### config.mk
export PLATFORM = sky130hd
export DESIGN_NAME = pifo_traffic_gen_flat
export DESIGN_NICKNAME = d
export VERILOG_FILES = /design/src/rtl/pifo_traffic_gen_if.sv /design/src/rtl/pifo_traffic_gen.sv /design/src/flat_wrapper.sv
export SDC_FILE = /design/constraint.sdc
export NUM_CORES = 1
export LEC_CHECK = 0
export ABC_CLOCK_PERIOD_IN_PS = 4200
export CAP_MARGIN = 10
export CORE_AREA = 3 3 206 288
export CTS_BUF_LIST = sky130_fd_sc_hd__clkbuf_2
export DETAILED_ROUTE_END_ITERATION = 7
export DIE_AREA = 0 0 209 291
export PLACE_DENSITY_LB_ADDON = 0.08
export SETUP_SLACK_MARGIN = 0.02
export SYNTH_ARGS = -nofsm -noshare
export SYNTH_HDL_FRONTEND = slang
export SYNTH_SLANG_ARGS = --single-unit
export TNS_END_PERCENT = 50
### constraint.sdc
create_clock -name user_clk -period 4.2 [get_ports user_clk]
set_clock_uncertainty 0.05 [all_clocks]
set_input_delay 1.26 -clock user_clk [delete_from_list [all_inputs] [get_ports user_clk]]
set_output_delay 1.26 -clock user_clk [all_outputs]
set_load 0.01 [all_outputs]
### src/rtl/pifo_traffic_gen_if.sv
// PIFO-side request/response bundle: push/pop strobes toward the queue,
// pop responses back from it.
interface pifo_traffic_gen_if #(
  parameter int BITPORT = 1,
  parameter int BITPRIO = 8,
  parameter int BITDATA = 7
);
  logic               pop_0;
  logic [BITPORT-1:0] oprt_0;
  logic               push_1;
  logic [BITPORT-1:0] uprt_1;
  logic [BITPRIO-1:0] upri_1;
  logic [BITDATA-1:0] udin_1;
  logic               ovld_0;
  logic [BITDATA-1:0] odout_0;

  modport master (
    output pop_0, oprt_0, push_1, uprt_1, upri_1, udin_1,
    input  ovld_0, odout_0
  );

  modport slave (
    input  pop_0, oprt_0, push_1, uprt_1, upri_1, udin_1,
    output ovld_0, odout_0
  );
endinterface

### src/rtl/pifo_traffic_gen.sv
// LFSR-driven push/pop traffic source for the PIFO benchmark. It tracks occupancy
// and a free-ID bitmap, and flags pop responses that carry unallocated IDs.
module pifo_traffic_gen #(
  parameter int          NUMPIFO = 128,
  parameter int          BITPORT = 1,
  parameter int          BITPRIO = 8,
  parameter int          BITDATA = $clog2(NUMPIFO),
  parameter logic [31:0] SEED    = 32'hACE1_2024
) (
  input  logic               user_clk,
  input  logic               rst,
  input  logic               en,
  input  logic [1:0]         mode,
  input  logic [BITPORT-1:0] port_sel,
  pifo_traffic_gen_if.master pifo,
  output logic [BITDATA:0]   occupancy,
  output logic               full,
  output logic               empty,
  output logic [31:0]        push_cnt,
  output logic [31:0]        pop_cnt,
  output logic               err
);

  localparam logic [31:0]      SEED_EFF = (SEED == 32'd0) ? 32'd1 : SEED;
  localparam logic [31:0]      POLY     = 32'h8020_0003;
  localparam logic [BITDATA:0] CAP      = (BITDATA+1)'(NUMPIFO);

  logic [31:0]        r_lfsr;
  logic [NUMPIFO-1:0] r_bitmap;
  logic [BITDATA:0]   r_occ;
  logic               r_full;
  logic               r_empty;
  logic [31:0]        r_push_cnt;
  logic [31:0]        r_pop_cnt;
  logic               r_err;
  logic               r_push;
  logic               r_pop;
  logic [BITPORT-1:0] r_oprt;
  logic [BITPORT-1:0] r_uprt;
  logic [BITPRIO-1:0] r_upri;
  logic [BITDATA-1:0] r_udin;

  logic [31:0]        w_lfsr_next;
  logic               w_want_push;
  logic               w_want_pop;
  logic               w_push_go;
  logic               w_pop_go;
  logic [BITDATA-1:0] w_free_id;
  logic               w_free_any;
  logic [NUMPIFO-1:0] w_bitmap_next;
  logic               w_bad_id;
  logic [BITDATA:0]   w_occ_next;

  assign w_lfsr_next = {1'b0, r_lfsr[31:1]} ^ (r_lfsr[0] ? POLY : 32'd0);

  always_comb begin
    w_want_push = 1'b0;
    w_want_pop  = 1'b0;
    case (mode)
      2'd1:    w_want_push = 1'b1;
      2'd2:    w_want_pop  = 1'b1;
      2'd3: begin
        w_want_push = r_lfsr[0];
        w_want_pop  = r_lfsr[1];
      end
      default: ;
    endcase
  end

  // Scan from the top so the lowest free index is the last one written.
  always_comb begin
    w_free_id  = '0;
    w_free_any = 1'b0;
    for (int i = NUMPIFO - 1; i >= 0; i--) begin
      if (!r_bitmap[i]) begin
        w_free_id  = BITDATA'(i);
        w_free_any = 1'b1;
      end
    end
  end

  assign w_push_go = en && w_want_push && (r_occ < CAP) && w_free_any;
  assign w_pop_go  = en && w_want_pop && (r_occ != '0);

  // Free from the response first, then allocate; allocation was chosen from the
  // pre-edge bitmap so it can never collide with a legitimate free.
  always_comb begin
    w_bitmap_next = r_bitmap;
    w_bad_id      = 1'b0;
    if (pifo.ovld_0) begin
      if (r_bitmap[pifo.odout_0]) w_bitmap_next[pifo.odout_0] = 1'b0;
      else                        w_bad_id = 1'b1;
    end
    if (w_push_go) w_bitmap_next[w_free_id] = 1'b1;
  end

  assign w_occ_next = r_occ + {{BITDATA{1'b0}}, w_push_go} - {{BITDATA{1'b0}}, w_pop_go};

  always_ff @(posedge user_clk) begin
    if (rst) begin
      r_lfsr     <= SEED_EFF;
      r_bitmap   <= '0;
      r_occ      <= '0;
      r_full     <= 1'b0;
      r_empty    <= 1'b1;
      r_push_cnt <= '0;
      r_pop_cnt  <= '0;
      r_err      <= 1'b0;
      r_push     <= 1'b0;
      r_pop      <= 1'b0;
      r_oprt     <= '0;
      r_uprt     <= '0;
      r_upri     <= '0;
      r_udin     <= '0;
    end else begin
      r_push   <= w_push_go;
      r_pop    <= w_pop_go;
      r_oprt   <= port_sel;
      r_uprt   <= port_sel;
      r_bitmap <= w_bitmap_next;
      r_occ    <= w_occ_next;
      r_full   <= (w_occ_next == CAP);
      r_empty  <= (w_occ_next == '0);
      if (en)        r_lfsr     <= w_lfsr_next;
      if (w_push_go) begin
        r_udin     <= w_free_id;
        r_upri     <= r_lfsr[BITPRIO+1:2];
        r_push_cnt <= r_push_cnt + 32'd1;
      end
      if (w_pop_go)  r_pop_cnt  <= r_pop_cnt + 32'd1;
      if (w_bad_id)  r_err      <= 1'b1;
    end
  end

  assign pifo.pop_0  = r_pop;
  assign pifo.oprt_0 = r_oprt;
  assign pifo.push_1 = r_push;
  assign pifo.uprt_1 = r_uprt;
  assign pifo.upri_1 = r_upri;
  assign pifo.udin_1 = r_udin;
  assign occupancy   = r_occ;
  assign full        = r_full;
  assign empty       = r_empty;
  assign push_cnt    = r_push_cnt;
  assign pop_cnt     = r_pop_cnt;
  assign err         = r_err;

endmodule

### src/flat_wrapper.sv
// flat-port wrapper written by rule: the top's interface ports become plain ports
module pifo_traffic_gen_flat 
#(
  parameter int          NUMPIFO = 128,
  parameter int          BITPORT = 1,
  parameter int          BITPRIO = 8,
  parameter int          BITDATA = $clog2(NUMPIFO),
  parameter logic [31:0] SEED    = 32'hACE1_2024
)
  (user_clk, rst, en, mode, port_sel, occupancy, full, empty, push_cnt, pop_cnt, err, pifo_pop_0, pifo_oprt_0, pifo_push_1, pifo_uprt_1, pifo_upri_1, pifo_udin_1, pifo_ovld_0, pifo_odout_0);
  pifo_traffic_gen_if #(.BITPORT(BITPORT), .BITPRIO(BITPRIO), .BITDATA(BITDATA)) pifo_i ();
  input  logic user_clk;
  input  logic rst;
  input  logic en;
  input  logic [1:0] mode;
  input  logic [BITPORT-1:0] port_sel;
  output logic [BITDATA:0] occupancy;
  output logic full;
  output logic empty;
  output logic [31:0] push_cnt;
  output logic [31:0] pop_cnt;
  output logic err;
  output wire logic [$bits(pifo_i.pop_0)-1:0] pifo_pop_0;
  output wire logic [$bits(pifo_i.oprt_0)-1:0] pifo_oprt_0;
  output wire logic [$bits(pifo_i.push_1)-1:0] pifo_push_1;
  output wire logic [$bits(pifo_i.uprt_1)-1:0] pifo_uprt_1;
  output wire logic [$bits(pifo_i.upri_1)-1:0] pifo_upri_1;
  output wire logic [$bits(pifo_i.udin_1)-1:0] pifo_udin_1;
  input wire logic [$bits(pifo_i.ovld_0)-1:0] pifo_ovld_0;
  input wire logic [$bits(pifo_i.odout_0)-1:0] pifo_odout_0;
  assign pifo_pop_0 = pifo_i.pop_0;
  assign pifo_oprt_0 = pifo_i.oprt_0;
  assign pifo_push_1 = pifo_i.push_1;
  assign pifo_uprt_1 = pifo_i.uprt_1;
  assign pifo_upri_1 = pifo_i.upri_1;
  assign pifo_udin_1 = pifo_i.udin_1;
  assign pifo_i.ovld_0 = pifo_ovld_0;
  assign pifo_i.odout_0 = pifo_odout_0;
  pifo_traffic_gen #(.NUMPIFO(NUMPIFO), .BITPORT(BITPORT), .BITPRIO(BITPRIO), .BITDATA(BITDATA), .SEED(SEED)) u_core (.user_clk(user_clk), .rst(rst), .en(en), .mode(mode), .port_sel(port_sel), .pifo(pifo_i), .occupancy(occupancy), .full(full), .empty(empty), .push_cnt(push_cnt), .pop_cnt(pop_cnt), .err(err));
endmodule
==> results of run 1 <==
[how the worst max path moves through the flow]
| stage | startpoint | to | slack (ns) | depth (start not counted) |
|---|---|---|---|---|
| after floorplan | en | u_core.full$_SDFF_PP0_ | 0.22 | 15 |
| after global placement | pifo_odout_0[2] | u_core.r_bitmap[15]$_SDFF_PP0_ | -0.1 | 14 |
| after detailed placement | pifo_odout_0[2] | u_core.r_bitmap[34]$_SDFF_PP0_ | -0.06 | 13 |
| after CTS | u_core.r_bitmap[67]$_SDFF_PP0_ | u_core.full$_SDFF_PP0_ | 0.07 | 13 |
| after global routing | u_core.r_bitmap[107]$_SDFF_PP0_ | u_core.full$_SDFF_PP0_ | 0.02 | 13 |
| final | u_core.r_bitmap[67]$_SDFF_PP0_ | u_core.full$_SDFF_PP0_ | 0.24 | 13 |
[critical path, delay by kind of cell, from the launching register on]
family	cells	cell delay, ns
simple gates	6	1.97
fa+ha+maj	2	0.62
compound gates	3	0.52
flops	1	0.41
xor+xnor	1	0.19
buf+inv	1	0.05
[state kept, by name, summed over array words and instances, names as in the netlist]
name	count
u_core.empty	1
u_core.err	1
u_core.full	1
u_core.occupancy	8
u_core.pifo.oprt_0	1
u_core.pifo.pop_0	1
u_core.pifo.push_1	1
u_core.pifo.udin_1	7
u_core.pifo.upri_1	8
u_core.pop_cnt	32
u_core.push_cnt	32
u_core.r_bitmap	128
u_core.r_lfsr	32
[power breakdown]
group	total, mW	switching [mW]	internal [mW]	leakage, nW
Clock	1.89	1.19	0.697	0.463
Sequential	2.51	0.0528	2.46	2.05
Combinational	1.02	0.588	0.436	3.38
Total	5.43	1.83	3.59	5.89
[cell type report]
cell class	instances	share of cell area, %
Clock buffer	96	2.70
Inverter	119	2.52
Sequential cell	253	28.4
Tap cell	735	5.16
Multi-Input combinational cell	1254	45.8
Clock inverter	27	0.878
Timing Repair Buffer	291	14.5
Antenna cell	2	0.0281
[timing repair]
action,4_1_cts,5_1_grt
setup endpoints to repair,0,3
gates resized for setup,0,3
buffers inserted,0,0
[logic make-up after synthesis]
group	Yosys count
buffers and inverters	227
and+or+nand+nor	636
DFF	253
xor gates and xnor gates	50
AOI/OAI and AO/OA	492
adders and majority gates	14
muxes	62
[stage by stage]
stage               instance area [um^2]  setup TNS, ns  total power, mW
floorplan                          14200              0             3.17
global placement                   17200         -0.639             3.59
detailed placement                 17200         -0.195             3.60
CTS                                17800              0             5.56
global route                       17800              0             5.78
finish                             17800              0             5.43
[layer usage]
metal | track usage (%) | vias up
li1 | - | 7126
met1 | 25.4 | 7413
met2 | 37.3 | 678
met3 | 3.91 | 189
met4 | 13.2 | 4
met5 | 0 | -
[synthesized netlist by cell type, drive strengths merged (7+ instances only)]
cell type,count
a211o,10
a211oi,16
a21oi,73
a221oi,13
a22oi,7
a31oi,16
and2,21
and3,14
and4,15
buf,55
clkbuf,53
dfxtp,253
ha,13
inv,119
mux2,12
mux2i,40
mux4,10
nand2,171
nand2b,17
nand3,70
nand4,67
nor2,122
nor2b,26
nor3,36
nor4,36
o211ai,28
o21ai,67
o22ai,79
o31ai,8
o32ai,24
o41ai,81
or2,7
or3,23
or4,7
xnor2,27
xor2,23
==> results.yml, run 1 <==
sta:
  fin_crit_ns: 3.96
  setup_viol: 0
  final-max-slew-violation-count: 0
  timing.fmax_mhz: 253
  grt_setup_unrepaired: "false"
  period_share_pct: 94.2
  finalHoldViolations: 0
  maxSlewHeadroom_pct: 39.1
  finalWorstSetupSlack_ns: 0.242
  worst_pin_slew_ns: 0.913
  fin_hold_ws_ns: 0.409
final_layout:
  regArea_um2: 5060
  multiInputGateArea_um2: 8160
  fin_util_pct: 31.4
  final_common_cell: "dfxtp_1"
  fin_nets: 2019
  layout.cells.non_filler: 2777
  area_growth_pct: 25.8
  fillers: 6187
  drive_above_1_share_pct: 17.0
  final_cell_mix: "dfxtp_1, buf_4, nand2_1, nor2_1, inv_1"
cts:
  clockBufferDepth: 3
  clk_pin_slew_ns: 0.09
  cts_inserted_buffers: 72
  tritoncts: "built"
  htreeDepth: 3
  clkLatencyLatePin_ns: 1.09
  root_buffer: "clkbuf_2"
  cts_sinks: 253
  cts_hold_buf: 0
yosys:
  ys_seq_elements: 253
  synth_top_area_share_pct: 35.8
  yosys-top-cells-area: "dfxtp_1, o41ai_1, nand2_1"
  syn-mean-instance-area_um2: 8.16
  yosysTopAreaCell: "dfxtp_1"
  synth_area_um2: 14200
  synth_ff_type: "dfxtp_1"
  synth-simple-area-share_pct: 22.7
  synth_xor_area_share_pct: 3.09
  synthArstFlopShare_pct: 0
  synth_compound_area_share_pct: 25.0
  seq_area_frac_synth_pct: 35.8
  synth_nets: 1762
  synth_fa_ha_area_share_pct: 1.29
  synth_cell_type_count: 82
  synth_top_family_by_area: "compound AO/OA/AOI/OAI gates"
  muxShareOfSynthArea_pct: 5.37
  yosysWarnings: 0
  netlist_instances: 1734
  synth_edf_count: 0
detailed_routing:
  met1_length_um: 27200
  dr.pass1.iters: 8
  viasPerCell: 5.55
  wl_met2_um: 33100
  drt-initial-drc-count: 1420
  maxUsedRoutingLayer: "met5"
  vias: 15410
  wl_per_cell_um: 24.8
  drcViolationCount: 0
  ant_nets: 0
  wl_um: 68800
  wl_met3_um: 4100
setup_path:
  reg2reg_slack_ns: 0.24
  cp_common_cell: "nand4_1"
  max_stage_delay_ns: 0.63
  start_kind: "flip-flop"
  r2r_start: "u_core.r_bitmap[67]$_SDFF_PP0_"
  crit_chain: "nand4_1 -> nor4_2 -> nand4_1 -> o21ai_2 -> inv_2 -> ha_1 -> fa_1 -> a21oi_1 -> o21bai_1 -> xnor2_1 -> nand2_1 -> nor4_1 -> and4_1"
  worst_r2r_endpoint: "u_core.full$_SDFF_PP0_"
  critPathArrivalTime_ns: 4.87
  path_class: "reg -> reg"
  critPathMaxFanout: 5
  endpoint_kind: "flip-flop"
  rr_worst_depth: 13
  required_ns: 5.11
  slowest_stage: "nor4_2"
die:
  ios: 108
  die_w_um: 209
  rows: 103
  core_um2: 56700
  die_area_um2: 60800
  start_util_pct: 25.0
  fp.dieH_um: 291
grt:
  antenna_found_initial: 4
  grt_max_degree: 71
  grt_pass1_vias: 15184
  gr-total-overflow: 0
  grt.total_usage_pct: 21.9
  grt_pass1_wl_um: 101000
power:
  p_leak_nw: 5.89
  power-per-cell-area_nw_per_um2: 305
  irDropWorstVdd_mv: 0.164
placed_design:
  placedCellCount: 2652
  pre_cts_ws_ns: -0.0646
  port_buffers: 107
  gp_congestion: 0.959
  dp_hpwl_um: 51300
worst_hold_path:
  worstHoldStart: "u_core.pifo.upri_1[1]$_SDFFE_PP0N_"
  hp-class: "reg -> reg"
  whs_path_depth: 2
  holdPathEnd: "u_core.pifo.upri_1[1]$_SDFFE_PP0N_"
run_status:
  outcome: "completed"
job:
  max_cap_viol_count: 0
(Power assumes the default switching activity.)
==> inputs of run 2 (changes only) <==
--- a/config.mk
+++ b/config.mk
@@ -6,7 +6,7 @@
 export NUM_CORES = 1
 export LEC_CHECK = 0
 export ABC_CLOCK_PERIOD_IN_PS = 4200
-export CAP_MARGIN = 10
+export CAP_MARGIN = 40
 export CORE_AREA = 3 3 206 288
 export CTS_BUF_LIST = sky130_fd_sc_hd__clkbuf_2
 export DETAILED_ROUTE_END_ITERATION = 7
==> run 2 against run 1 <==
Net effect:
- clock power about the same
- first-iteration DRC count down 6.4%
- cell count up 0.22%
- setup slack worse by 0.0099 ns
- wire length about the same
- combinational power about the same
- flip-flop and latch count unchanged
- core utilization up 0.082 points
- highest routed layer unchanged
==> results.yml, run 2 (synthesis gave the netlist of run 1 again) <==
cts:
  cts_inserted_buffers: 75
  clockBufferDepth: 3
  root_buffer: "clkbuf_2"
  cts_sinks: 253
  htreeDepth: 3
  tritoncts: "built"
  clk_pin_slew_ns: 0.10
  clkLatencyLatePin_ns: 1.06
  cts_setup_buffers: 0
die:
  ios: 108
  die_area_um2: 60800
  fp.dieH_um: 291
  rows: 103
  core_um2: 56700
  start_util_pct: 25.0
  die_w_um: 209
sta:
  fin_hold_ws_ns: 0.403
  fin_crit_ns: 3.97
  grt_setup_unrepaired: "false"
  timing.fmax_mhz: 252
  setup-tns-final_ns: 0
  period_share_pct: 94.5
  setup_viol: 0
  finalHoldViolations: 0
  final-max-slew-violation-count: 0
  finalWorstSetupSlack_ns: 0.232
  maxSlewHeadroom_pct: 45.9
  worst_pin_slew_ns: 0.791
detailed_routing:
  wl_um: 68800
  viasPerCell: 5.57
  drt-initial-drc-count: 1329
  ant_nets: 0
  dr.pass1.iters: 6
  wl_per_cell_um: 24.7
  vias: 15493
  drcViolationCount: 0
grt:
  grt.total_usage_pct: 22.0
  antenna_found_initial: 3
  grt_pass1_wl_um: 102000
  grt_most_used_layer: "met2"
  grt_pass1_vias: 15328
  grt_max_degree: 61
  grtUsageMet1_pct: 26.0
  grtUsageMet3_pct: 3.68
  gr-total-overflow: 0
  use_met2_pct: 37.4
placed_design:
  placedCellCount: 2653
  pre_cts_ws_ns: -0.126
  dp_hpwl_um: 51600
  gp_congestion: 0.959
  port_buffers: 107
final_layout:
  drive_above_1_share_pct: 17.1
  area_growth_pct: 26.2
  regArea_um2: 5060
  top_register: "u_core.r_bitmap"
  fillers: 6209
  largest_reg_flops: 128
  layout.cells.non_filler: 2783
  final_common_cell: "dfxtp_1"
  multiInputGateArea_um2: 8160
  fin_nets: 2023
  final_cell_mix: "dfxtp_1, buf_4, nand2_1, nor2_1, inv_1"
setup_path:
  endpoint_kind: "flip-flop"
  critPathMaxFanout: 5
  critPathArrivalTime_ns: 4.83
  reg2reg_slack_ns: 0.23
  start_kind: "flip-flop"
  required_ns: 5.06
  path_class: "reg -> reg"
run_status:
  outcome: "completed"
power:
  p_total_mw: 5.45
  power-per-cell-area_nw_per_um2: 305
  irDropWorstVdd_mv: 0.151
  p_leak_nw: 5.92
worst_hold_path:
  hp-class: "reg -> reg"
job:
  max_cap_viol_count: 0
-- run 2: cell count changes in the layout (fill, tap and decap cells not counted), sizes merged --
cell	before	now
clkbuf	96	100
buf	189	190
clkinv	21	22
clkinvlp	3	2
inv	121	122
-- run 2: area by class of cell --
cell class                      instances  area share, %
Multi-Input combinational cell       1254           45.7
Sequential cell                       253           28.4
Timing Repair Buffer                  292           14.6
Tap cell                              735           5.15
Clock buffer                          100           2.80
Inverter                              119           2.52
Clock inverter                         28          0.869
Antenna cell                            2         0.0280
-- run 2: final timing paths --
kind	startpoint	end	cells past startpoint
worst max-delay path	u_core.r_bitmap[67]$_SDFF_PP0_	u_core.full$_SDFF_PP0_	13
worst min-delay path	u_core.r_lfsr[27]$_SDFFE_PP1P_	u_core.r_lfsr[26]$_SDFFE_PP1P_	2
worst max register to register	u_core.r_bitmap[67]$_SDFF_PP0_	u_core.full$_SDFF_PP0_	13
worst min register to register	u_core.r_lfsr[27]$_SDFFE_PP1P_	u_core.r_lfsr[26]$_SDFFE_PP1P_	2
-- run 2: critical path: stages, from the launching register on --
cell and delay, ns:
dfxtp_1 0.40, nand4_1 0.37, nor4_2 0.66, nand4_1 0.36, o21ai_2 0.25, inv_2 0.05
ha_1 0.20, fa_1 0.42, a21oi_1 0.16, o21bai_1 0.11, xnor2_1 0.19, nand2_1 0.08
nor4_1 0.29, and4_1 0.23
-- run 2: power by group --
group | total [mW] | internal [mW] | leakage, nW | switching [mW]
combinational | 1.02 | 0.438 | 3.39 | 0.585
clock | 1.92 | 0.720 | 0.482 | 1.20
sequential | 2.51 | 2.46 | 2.05 | 0.0525
total | 5.45 | 3.62 | 5.92 | 1.83
-- run 2: timing repair --
action | 4_1_cts | 5_1_grt
resized for setup | 0 | 3
setup endpoints to repair | 0 | 3
hold buffers | 0 | 0
-- run 2: metrics by stage --
step | util (%) | instance area, um^2
6_report | 31.5 | 17900
5_1_grt | 31.5 | 17900
4_1_cts | 31.5 | 17800
3_5_place_dp | 30.3 | 17200
3_3_place_gp | 30.2 | 17200
2_1_floorplan | - | 14200
-- run 2: metal layers --
metal | share of wire [%] | vias up | wire length [um]
met1 | 40 | 7504 | 27300
met2 | 48 | 665 | 33100
met5 | 0.023 | - | 16
met4 | 6.3 | 2 | 4350
li1 | - | 7113 | -
met3 | 5.9 | 209 | 4070
